--- src/rtl/data_mem_sequencer.sv ---
// Load/store sequencer between the core and a word-wide request/acknowledge data bus.
// Optional MISALIGN_CHECK_EN aborts misaligned halfword/word accesses without a bus cycle.
module data_mem_sequencer #(
    parameter int WIDTH   = 32,
    parameter int TIMEOUT = 15
) (
    input  logic             i_clk,
    input  logic             i_rst,
    input  logic             i_mem_read,
    input  logic             i_mem_write,
    input  logic             i_one_byte,
    input  logic             i_two_bytes,
    input  logic             i_four_bytes,
    input  logic             i_load_unsigned,
    input  logic [WIDTH-1:0] i_addr,
    input  logic [WIDTH-1:0] i_wdata,
    output logic [WIDTH-1:0] o_rdata,
    output logic             o_stall,
    output logic             o_err,
    output logic             o_bus_req,
    output logic             o_bus_we,
    output logic [WIDTH-1:0] o_bus_addr,
    output logic [3:0]       o_bus_be,
    output logic [WIDTH-1:0] o_bus_wdata,
    input  logic [WIDTH-1:0] i_bus_rdata,
    input  logic             i_bus_ack
);

    localparam int CW = $clog2(TIMEOUT + 1);

    typedef enum logic [1:0] {IDLE, ACCESS, DONE, ERR} state_t;
    typedef enum logic [1:0] {SZ_BYTE, SZ_HALF, SZ_WORD} size_t;

    state_t           r_state;
    size_t            r_size;
    logic [1:0]       r_off;
    logic             r_unsigned;
    logic             r_is_read;
    logic [CW-1:0]    r_cnt;
    logic [WIDTH-1:0] r_rdata;
    logic             r_err;
    logic             r_bus_req;
    logic             r_bus_we;
    logic [WIDTH-1:0] r_bus_addr;
    logic [3:0]       r_bus_be;
    logic [WIDTH-1:0] r_bus_wdata;

    logic             w_req;
    size_t            w_size;
    logic [3:0]       w_be;
    logic [WIDTH-1:0] w_wdata;
    logic             w_misaligned;
    logic [7:0]       w_byte;
    logic [15:0]      w_half;
    logic [WIDTH-1:0] w_load;

    assign w_req = i_mem_read | i_mem_write;

    // A word is the fallback when no size flag is set.
    always_comb begin
        w_size  = SZ_WORD;
        w_be    = 4'b1111;
        w_wdata = i_wdata;
        if (i_four_bytes) begin
            w_size = SZ_WORD;
        end else if (i_one_byte) begin
            w_size = SZ_BYTE;
        end else if (i_two_bytes) begin
            w_size = SZ_HALF;
        end
        case (w_size)
            SZ_BYTE: begin
                w_be    = 4'b0001 << i_addr[1:0];
                w_wdata = WIDTH'({4{i_wdata[7:0]}});
            end
            SZ_HALF: begin
                w_be    = 4'b0011 << {i_addr[1], 1'b0};
                w_wdata = WIDTH'({2{i_wdata[15:0]}});
            end
            default: begin
                w_be    = 4'b1111;
                w_wdata = i_wdata;
            end
        endcase
    end

`ifdef MISALIGN_CHECK_EN
    assign w_misaligned = ((w_size == SZ_HALF) && i_addr[0]) ||
                          ((w_size == SZ_WORD) && (i_addr[1:0] != 2'b00));
`else
    assign w_misaligned = 1'b0;
`endif

    // Lane extraction uses the offset captured in IDLE, not the live address.
    always_comb begin
        w_byte = i_bus_rdata[7:0];
        case (r_off)
            2'd1:    w_byte = i_bus_rdata[15:8];
            2'd2:    w_byte = i_bus_rdata[23:16];
            2'd3:    w_byte = i_bus_rdata[31:24];
            default: w_byte = i_bus_rdata[7:0];
        endcase
        w_half = r_off[1] ? i_bus_rdata[31:16] : i_bus_rdata[15:0];
        case (r_size)
            SZ_BYTE: w_load = r_unsigned ? WIDTH'(w_byte)
                                         : {{(WIDTH-8){w_byte[7]}}, w_byte};
            SZ_HALF: w_load = r_unsigned ? WIDTH'(w_half)
                                         : {{(WIDTH-16){w_half[15]}}, w_half};
            default: w_load = i_bus_rdata;
        endcase
    end

    always_ff @(posedge i_clk) begin
        if (i_rst) begin
            r_state     <= IDLE;
            r_size      <= SZ_WORD;
            r_off       <= 2'b00;
            r_unsigned  <= 1'b0;
            r_is_read   <= 1'b0;
            r_cnt       <= '0;
            r_rdata     <= '0;
            r_err       <= 1'b0;
            r_bus_req   <= 1'b0;
            r_bus_we    <= 1'b0;
            r_bus_addr  <= '0;
            r_bus_be    <= 4'b0000;
            r_bus_wdata <= '0;
        end else begin
            case (r_state)
                IDLE: begin
                    r_err <= 1'b0;
                    if (w_req) begin
                        if (w_misaligned) begin
                            r_state <= ERR;
                            r_err   <= 1'b1;
                            r_rdata <= '0;
                        end else begin
                            r_state     <= ACCESS;
                            r_size      <= w_size;
                            r_off       <= i_addr[1:0];
                            r_unsigned  <= i_load_unsigned;
                            r_is_read   <= i_mem_read;
                            r_cnt       <= '0;
                            r_bus_req   <= 1'b1;
                            r_bus_we    <= ~i_mem_read;
                            r_bus_addr  <= {i_addr[WIDTH-1:2], 2'b00};
                            r_bus_be    <= w_be;
                            r_bus_wdata <= w_wdata;
                        end
                    end
                end
                ACCESS: begin
                    if (i_bus_ack) begin
                        r_state   <= DONE;
                        r_bus_req <= 1'b0;
                        r_cnt     <= '0;
                        if (r_is_read) begin
                            r_rdata <= w_load;
                        end
                    end else if (r_cnt == CW'(TIMEOUT - 1)) begin
                        r_state   <= ERR;
                        r_bus_req <= 1'b0;
                        r_err     <= 1'b1;
                        r_rdata   <= '0;
                        r_cnt     <= '0;
                    end else begin
                        r_cnt <= r_cnt + 1'b1;
                    end
                end
                DONE: begin
                    r_state <= IDLE;
                end
                default: begin
                    r_err   <= 1'b0;
                    r_state <= IDLE;
                end
            endcase
        end
    end

    assign o_stall     = ~i_rst & ((w_req & (r_state == IDLE)) | (r_state == ACCESS));
    assign o_rdata     = r_rdata;
    assign o_err       = r_err;
    assign o_bus_req   = r_bus_req;
    assign o_bus_we    = r_bus_we;
    assign o_bus_addr  = r_bus_addr;
    assign o_bus_be    = r_bus_be;
    assign o_bus_wdata = r_bus_wdata;

endmodule

--- config.mk ---
export PLATFORM = sky130hd
export DESIGN_NAME = data_mem_sequencer
export DESIGN_NICKNAME = d
export VERILOG_FILES = /design/src/rtl/data_mem_sequencer.sv
export SDC_FILE = /design/constraint.sdc
export NUM_CORES = 1
export LEC_CHECK = 0
export BUFFER_PORTS_ARGS = -buffer_cell sky130_fd_sc_hd__buf_2
export CORE_AREA = 2 2 101 103
export CTS_CLUSTER_SIZE = 12
export DETAILED_ROUTE_END_ITERATION = 12
export DIE_AREA = 0 0 103 105
export PLACE_DENSITY = 0.83
export SKIP_LAST_GASP = 1
export SYNTH_ARGS = -nofsm -noshare
export SYNTH_HDL_FRONTEND = slang
export SYNTH_SLANG_ARGS = --single-unit
--- constraint.sdc ---
create_clock -name i_clk -period 4.98 [get_ports i_clk]
set_clock_uncertainty 0.05 [all_clocks]
set_input_delay 0.996 -clock i_clk [delete_from_list [all_inputs] [get_ports i_clk]]
set_output_delay 0.996 -clock i_clk [all_outputs]
set_load 0.005 [all_outputs]
# Word-level counts from Yosys, hierarchy flattened

Index checks and enable logic that the tools add are counted.

Bits in registers: 113
Input bits: 105
Word-level logic and storage cells: 75

Add/subtract/negate cells: 1
Equal/unequal tests: 13
Shift-type cells: 2
Multiplexer cells: 28
Bitwise logic cells: 7
Reduce and logical (&&, ||, !) cells: 11

Operator list:

| kind                | number |
|---|---|
| $mux 32             | 5 |
| $pmux 32 s2         | 2 |
| $pmux 8 s3          | 1 |
| $mux 16             | 1 |
| $pmux 4 s2          | 2 |
| $mux 2              | 6 |
| $mux 4              | 3 |
| $reduce_and 3->1    | 3 |
| $eq 2x1->1 const B  | 4 |
| $eq 2x2->1 const B  | 3 |
| $logic_not 2->1     | 3 |
| $ne 2x2->1 const B  | 3 |
| $reduce_and 2->1    | 3 |
| $mux 1              | 5 |
| $add 4x1->4 const B | 1 |
| $eq 4x4->1 const B  | 1 |
| $pmux 1 s2          | 2 |
| $pmux 2 s2          | 1 |
| $reduce_bool 2->1   | 2 |
| $shl 1x2->4 const A | 1 |
| $shl 2x2->4 const A | 1 |
| $ne 3x3->1 const B  | 1 |
| $not 1->1           | 3 |
| $and 1x1->1         | 2 |
| 2 further kinds     | 3 |

# Longest topological paths before layout

Gate-level depths: netlist (run 1).

Word-level depth: 6
Gate-level depth with buffers: 7
Depth with buffers taken out: 6

# Least setup slack after synthesis (run 1)

Ideal clock, no wire load.

Kind: input-to-output
From: in i_rst
To: out o_stall
Arrival time: 1,617 ps
Required time: 3,934 ps
Path slack: 2,317 ps
Stages: 3
Cells stage by stage: clkbuf_1 -> clkbuf_1 -> nor2_1

Word-level cells in the longest chain between the ends: 2

RTL lines:

| what        | line | RTL |
|---|---|---|
| from (decl) | 8    | `input logic i_rst,` |
| $not 1->1   | 181  | `assign o_stall = ~i_rst & ((w_req & (r_state == IDLE)) \| (r_state == ACCESS));` |
| $and 1x1->1 | 181  |  |
| to (decl)   | 18   | `output logic o_stall,` |

Every way passes these cells.

# Final worst setup path (run 1)

From: in i_mem_read
To: out o_stall

Word-level cells in the longest chain between the ends: 4

RTL lines:

| what        | line | RTL |
|---|---|---|
| from (decl) | 9    | `input logic i_mem_read,` |
| $or 1x1->1  | 57   | `assign w_req = i_mem_read \| i_mem_write;` |
| $and 1x1->1 | 181  |  |
| $or 1x1->1  | 181  |  |
| $and 1x1->1 | 181  |  |

Every way passes these cells.

==> results of run 1 <==
[state kept, by name (all words and copies together) (netlist names), 2 cells and up]
register,cells
o_rdata,32
r_cnt,4
r_size,2
o_bus_wdata,32
o_bus_addr,30
o_bus_be,4
r_state,2
r_off,2
[power groups by stage]
stage                     sequential (mW)  clock, mW  combinational [mW]
after floorplan                      1.01          0               0.192
after global placement               1.02          0               0.318
after detailed placement             1.02          0               0.330
after CTS                            1.01       1.23               0.332
after global routing                 1.01       1.28               0.370
final                                1.01       1.22               0.334
[synth_stat cells, types with 2 or more instances]
cell type and number:
a22oi_1 15, nor3_1 8, o2bb2ai_1 24, clkbuf_1 37, or2_2 2, inv_1 9, a211o_1 8, nor2b_1 2
a22o_1 7, buf_1 2, nand2b_1 4, a211oi_1 3, nand3_1 9, buf_4 2, nand2_1 127, nor2_1 40
a21oi_1 77, buf_6 2, a311oi_1 10, ha_1 2, nor3b_1 2, or3_1 3, and3b_1 7, nor4_1 5
o21bai_1 3, xnor2_1 2, buf_2 5, dfxtp_1 113, or3b_2 2, mux2_2 9, o21ai_0 41
[layout make-up]
class                   instances  area share, %
multi-input cells             422           36.0
flip-flops and latches        113           35.0
repair buffers                211           16.6
clock buffers                  17           6.42
clock inverters                15           2.87
well taps                     133           2.58
inverters                      10          0.582
[worst paths after layout]
path,endpoint,slack [ps],depth (start not counted)
worst max-delay path,o_stall,2060,5
worst min-delay path,r_is_read$_SDFFE_PP0P_,410,2
worst max register to register,o_rdata[18]$_SDFFE_PP0P_,2080,4
worst min register to register,r_is_read$_SDFFE_PP0P_,410,2
[routing by layer]
| layer | part of all wire, % | wire, um | up-vias |
|---|---|---|---|
| li1 | - | - | 2441 |
| met1 | 40 | 5930 | 2336 |
| met2 | 47 | 6960 | 291 |
| met3 | 10 | 1550 | 46 |
| met4 | 3.3 | 491 | 0 |
| met5 | 0 | 0 | - |
[per-stage QoR]
step	cells	util (%)	hold WS, ps
finish	921	67.0	405
global route	921	67.0	417
CTS	921	67.0	406
detailed placement	889	60.7	394
global placement	889	60.7	389
floorplan	594	-	387
[worst min-delay path: stages, from the launching register on]
cell,delay [ps]
dfxtp_1,310
nand2_1,50
a21oi_1,50
[logic make-up (layout without fill, tap and decap cells)]
logic type      Yosys count  count (layout)  share of synthesized area [%]
flops                   113             113                           46.9
compound gates          193             193                           25.4
mux                       9               9                           2.10
simple gates            214             214                           19.4
buf+inv                  59             253                           5.22
fa+ha+maj                 2               2                          0.519
xor+xnor                  2               2                          0.364
other cells               1               2                         0.0778
==> results.json, run 1 <==
{
  "status": "complete, no violations",
  "drive_gt1_share_pct": 33.1,
  "setup_tns_ps": 0,
  "syn_avg_cell_area_um2": 8.13,
  "fmaxAchievable_mhz": 343,
  "multiInputGateArea_um2": 2320,
  "cpMostUsedCell": "buf_2",
  "fin_ws_ps": 2060,
  "seq_power_share_pct": 39.4,
  "grt_use_met2_pct": 42.5,
  "design_area_um2": 6450,
  "wl_per_cell_um": 16.2,
  "synth_cells": 593,
  "area_growth_pct": 33.9,
  "finalHoldViolCount": 0,
  "yosys_warnings": 0,
  "slowest_delay_ps": 330,
  "finalNetCount": 882,
  "layout_commonest_cell": "buf_2",
  "synth_flop_cell": "dfxtp_1",
  "mostFrequentLayoutCells": "buf_2 (206), nand2_1 (127), dfxtp_1 (113)",
  "register_area_um2": 2260,
  "synth.ff_latch_count": 113,
  "placed_area_um2": 5860,
  "cts_buffer_depth": 2,
  "cts_root_buf": "clkbuf_8",
  "die_area_um2": 10800,
  "antenna_found_initial": 1,
  "die_x_um": 103,
  "startpoint_type": "input pin",
  "r2r_start": "r_size[1]$_SDFFE_PP1P_",
  "synth.distinct_cells": 42,
  "cts_tree": "built",
  "post_cts_resized": 0,
  "path_cells": "buf_2 -> nor3_1 -> or2_2 -> nor2_1 -> buf_2",
  "post-route-period-util_pct": 58.6,
  "drv_slew": 0,
  "timing.final.crit_period_ps": 2920,
  "slew_headroom_pct": 18.1,
  "hpwlAfterDp_um": 10500,
  "antenna_left": 0,
  "drt-total-wl_um": 14900,
  "p_sw_mw": 0.688,
  "p_int_mw": 1.87,
  "setup_viol": 0,
  "yosysTopAreaCellShare_pct": 46.9,
  "p_per_area_nw_per_um2": 396,
  "met1_usage_pct": 32.7,
  "crit_path_end_kind": "output pin",
  "holdCritStartpoint": "r_is_read$_SDFFE_PP0P_",
  "yosysSeqAreaShare_pct": 46.9,
  "drc_errors": 0,
  "ir_drop_mv": 0.264,
  "crit_family": "simple AND/OR/NAND/NOR gates",
  "cts_sinks": 113,
  "overflow": 0,
  "pin_count": 209,
  "grt_pass1_wl_um": 23100,
  "die-height_um": 105,
  "grtUsageTotal_pct": 27.0,
  "synth_area_leaders": "dfxtp_1 (47%), nand2_1 (9.9%), a21oi_1 (8.0%)",
  "swShare_pct": 26.9,
  "clk_latency_ps": 520,
  "synth.largest_area_cell": "dfxtp_1",
  "path_clk_slew_ps": 60,
  "avgViaCountPerCell": 5.55,
  "critPathMaxFanout": 4,
  "synth-edff-count": 0,
  "arrival_ps": 1870,
  "hold_buffers": 0,
  "worstSetupPathType": "in -> out",
  "rsz0062_at_grt": "no",
  "htreeDepth": 4,
  "p_comb_share_pct": 13.1,
  "cp-startpoint": "i_mem_read",
  "vias": 5114,
  "dp_slack_ps": 1860,
  "fillers": 816,
  "tightest_slew_ps": 1230,
  "cts_buffers": 17,
  "power_mw": 2.56,
  "synthArstFlopShare_pct": 0,
  "use_met3_pct": 9.10,
  "critPathBufInv": 2,
  "portBuffers": 206,
  "postCtsSetupRepairBufs": 0,
  "power.share.clock_pct": 47.6,
  "row_count": 36,
  "busiest_layer": "met2",
  "initialDrtViolationCount": 240,
  "max-cap-violations": 0,
  "grt_pass1_vias": 4847,
  "crit_slowest_cell": "nor3_1",
  "start_util_pct": 50.0,
  "synth_area_um2": 4820,
  "first_pass_iters": 5,
  "worstPathRequired_ps": 3930,
  "antennaDiodeCount": 0,
  "gp_congestion": 0.847,
  "grt_max_degree": 65,
  "hp-class": "reg -> reg",
  "p_leak_nw": 2.98,
  "core_um2": 9640
}
No activity file was read; power rests on OpenSTA's default activity.
==> run 2, diff against run 1 <==
CORE_AREA = 2 2 104 106   (was 2 2 101 103)
DIE_AREA = 0 0 106 108   (was 0 0 103 105)
PLACE_DENSITY = 0.79   (was 0.83)
clock period = 3 ns   (was 4.98 ns; I/O delays follow)
==> run 2 against run 1 <==
Effect of this change: critical endpoint unchanged; setup slack worse by 1400 ps; worst hold slack worse by 130 ps; via count is 1.6% lower; sequential share of layout area hardly changed; largest cell class unchanged; die area is 5.9% higher; register-to-register slack worse by 1200 ps; clock power is 56% higher; core utilization is 3.8 points lower.
==> results.json, run 2 (synthesis gave the netlist of run 1 again) <==
{
  "slew_headroom_pct": 44.5,
  "setup_viol": 0,
  "power_mw": 4.13,
  "finalNetCount": 887,
  "cts_root_buf": "clkbuf_8",
  "max-cap-violations": 0,
  "vias": 5034,
  "r2r-end": "o_rdata[23]$_SDFFE_PP0P_",
  "post-route-period-util_pct": 77.7,
  "p_per_area_nw_per_um2": 639,
  "post_cts_resized": 0,
  "drt-total-wl_um": 14500,
  "die-height_um": 108,
  "cts_buffer_depth": 2,
  "ff2ff_path_depth": 4,
  "crit_path_end_kind": "output pin",
  "swShare_pct": 28.3,
  "mostFrequentLayoutCells": "buf_2 (206), nand2_1 (127), dfxtp_1 (113)",
  "pin_count": 209,
  "design_area_um2": 6460,
  "avgViaCountPerCell": 5.42,
  "startpoint_type": "register",
  "r2r_start": "r_size[0]$_SDFFE_PP0P_",
  "finalHoldViolCount": 0,
  "p_int_mw": 2.96,
  "cts_sinks": 113,
  "critPathMaxFanout": 6,
  "initialDrtViolationCount": 356,
  "wl_per_cell_um": 15.6,
  "antennaDiodeCount": 0,
  "p_leak_nw": 2.99,
  "htreeDepth": 4,
  "start_util_pct": 47.1,
  "fmaxAchievable_mhz": 429,
  "whs_path_depth": 2,
  "p_sw_mw": 1.17,
  "grt_pass1_vias": 4727,
  "grtUsageTotal_pct": 25.0,
  "fillers": 895,
  "layout_commonest_cell": "buf_2",
  "seq_power_share_pct": 40.3,
  "multiInputGateArea_um2": 2320,
  "hold_buffers": 0,
  "fin_ws_ps": 670,
  "portBuffers": 206,
  "die_area_um2": 11400,
  "cts_tree": "built",
  "drc_errors": 0,
  "hold_end": "o_bus_we$_SDFFE_PP0P_",
  "core_um2": 10200,
  "drv_slew": 0,
  "clk_latency_ps": 500,
  "hp-class": "in -> reg",
  "gp_congestion": 0.942,
  "drive_gt1_share_pct": 33.5,
  "tightest_slew_ps": 831,
  "r2r_slack_ps": 850,
  "cts_buffers": 17,
  "arrival_ps": 1680,
  "antenna_left": 0,
  "postCtsSetupRepairBufs": 0,
  "timing.final.crit_period_ps": 2330,
  "first_pass_iters": 5,
  "grt_pass1_wl_um": 22900,
  "hpwlAfterDp_um": 10400,
  "rsz0062_at_grt": "no",
  "antenna_found_initial": 0,
  "worstPathRequired_ps": 2350,
  "dp_slack_ps": 790,
  "grt_max_degree": 77,
  "setup_tns_ps": 0,
  "holdCritStartpoint": "i_mem_read",
  "ir_drop_mv": 0.367,
  "power.share.clock_pct": 46.0,
  "placed_area_um2": 5900,
  "path_clk_slew_ps": 60,
  "overflow": 0,
  "area_growth_pct": 34.1,
  "die_x_um": 106,
  "status": "complete, no violations",
  "register_area_um2": 2260,
  "p_comb_share_pct": 13.7,
  "row_count": 37,
  "worstSetupPathType": "reg -> out"
}
-- run 2: routing by layer --
metal,vias up,wire length [um],track usage (%)
met3,16,1180,8.80
met5,-,0,0
met4,0,187,7.61
met1,2356,6200,30.5
met2,209,6940,41.8
li1,2453,-,-
-- run 2: area by class of cell --
class,count,area share (%)
Multi-Input combinational cell,422,35.9
Sequential cell,113,35.0
Timing Repair Buffer,216,17.1
Clock buffer,17,6.41
Tap cell,136,2.63
Clock inverter,15,2.34
Inverter,10,0.581
-- run 2: worst max path at each step --
stage                                        to                    start  cells after the start  slack [ps]
floorplan              o_rdata[17]$_SDFFE_PP0P_                i_bus_ack                      7        1010
global placement    o_bus_wdata[8]$_SDFFE_PP0P_                    i_rst                      6         850
detailed placement   o_bus_addr[2]$_SDFFE_PP0P_               i_mem_read                      6         790
CTS                                     o_stall  r_state[0]$_SDFFE_PP0P_                      4         670
global route                            o_stall  r_state[0]$_SDFFE_PP0P_                      4         530
finish                                  o_stall  r_state[0]$_SDFFE_PP0P_                      4         670
-- run 2: per-stage QoR --
step                std cells  hold slack, ps  utilization (%)
floorplan                 594             387                -
global placement          897             386             57.6
detailed placement        897             394             57.6
CTS                       929             247             63.2
global route              929             245             63.2
finish                    929             277             63.2
-- run 2: worst max-delay path, cell delays in order, from the launching register on --
cell	delay, ps
dfxtp_1	370
nor3_1	400
or2_2	220
nor2_1	50
buf_2	140
-- run 2: power by group through the flow --
stage | sequential, mW | clock [mW] | combinational [mW]
after floorplan | 1.68 | 0 | 0.318
after global placement | 1.69 | 0 | 0.541
after detailed placement | 1.69 | 0 | 0.562
after CTS | 1.66 | 1.93 | 0.565
after global routing | 1.67 | 2.00 | 0.631
final | 1.66 | 1.90 | 0.566
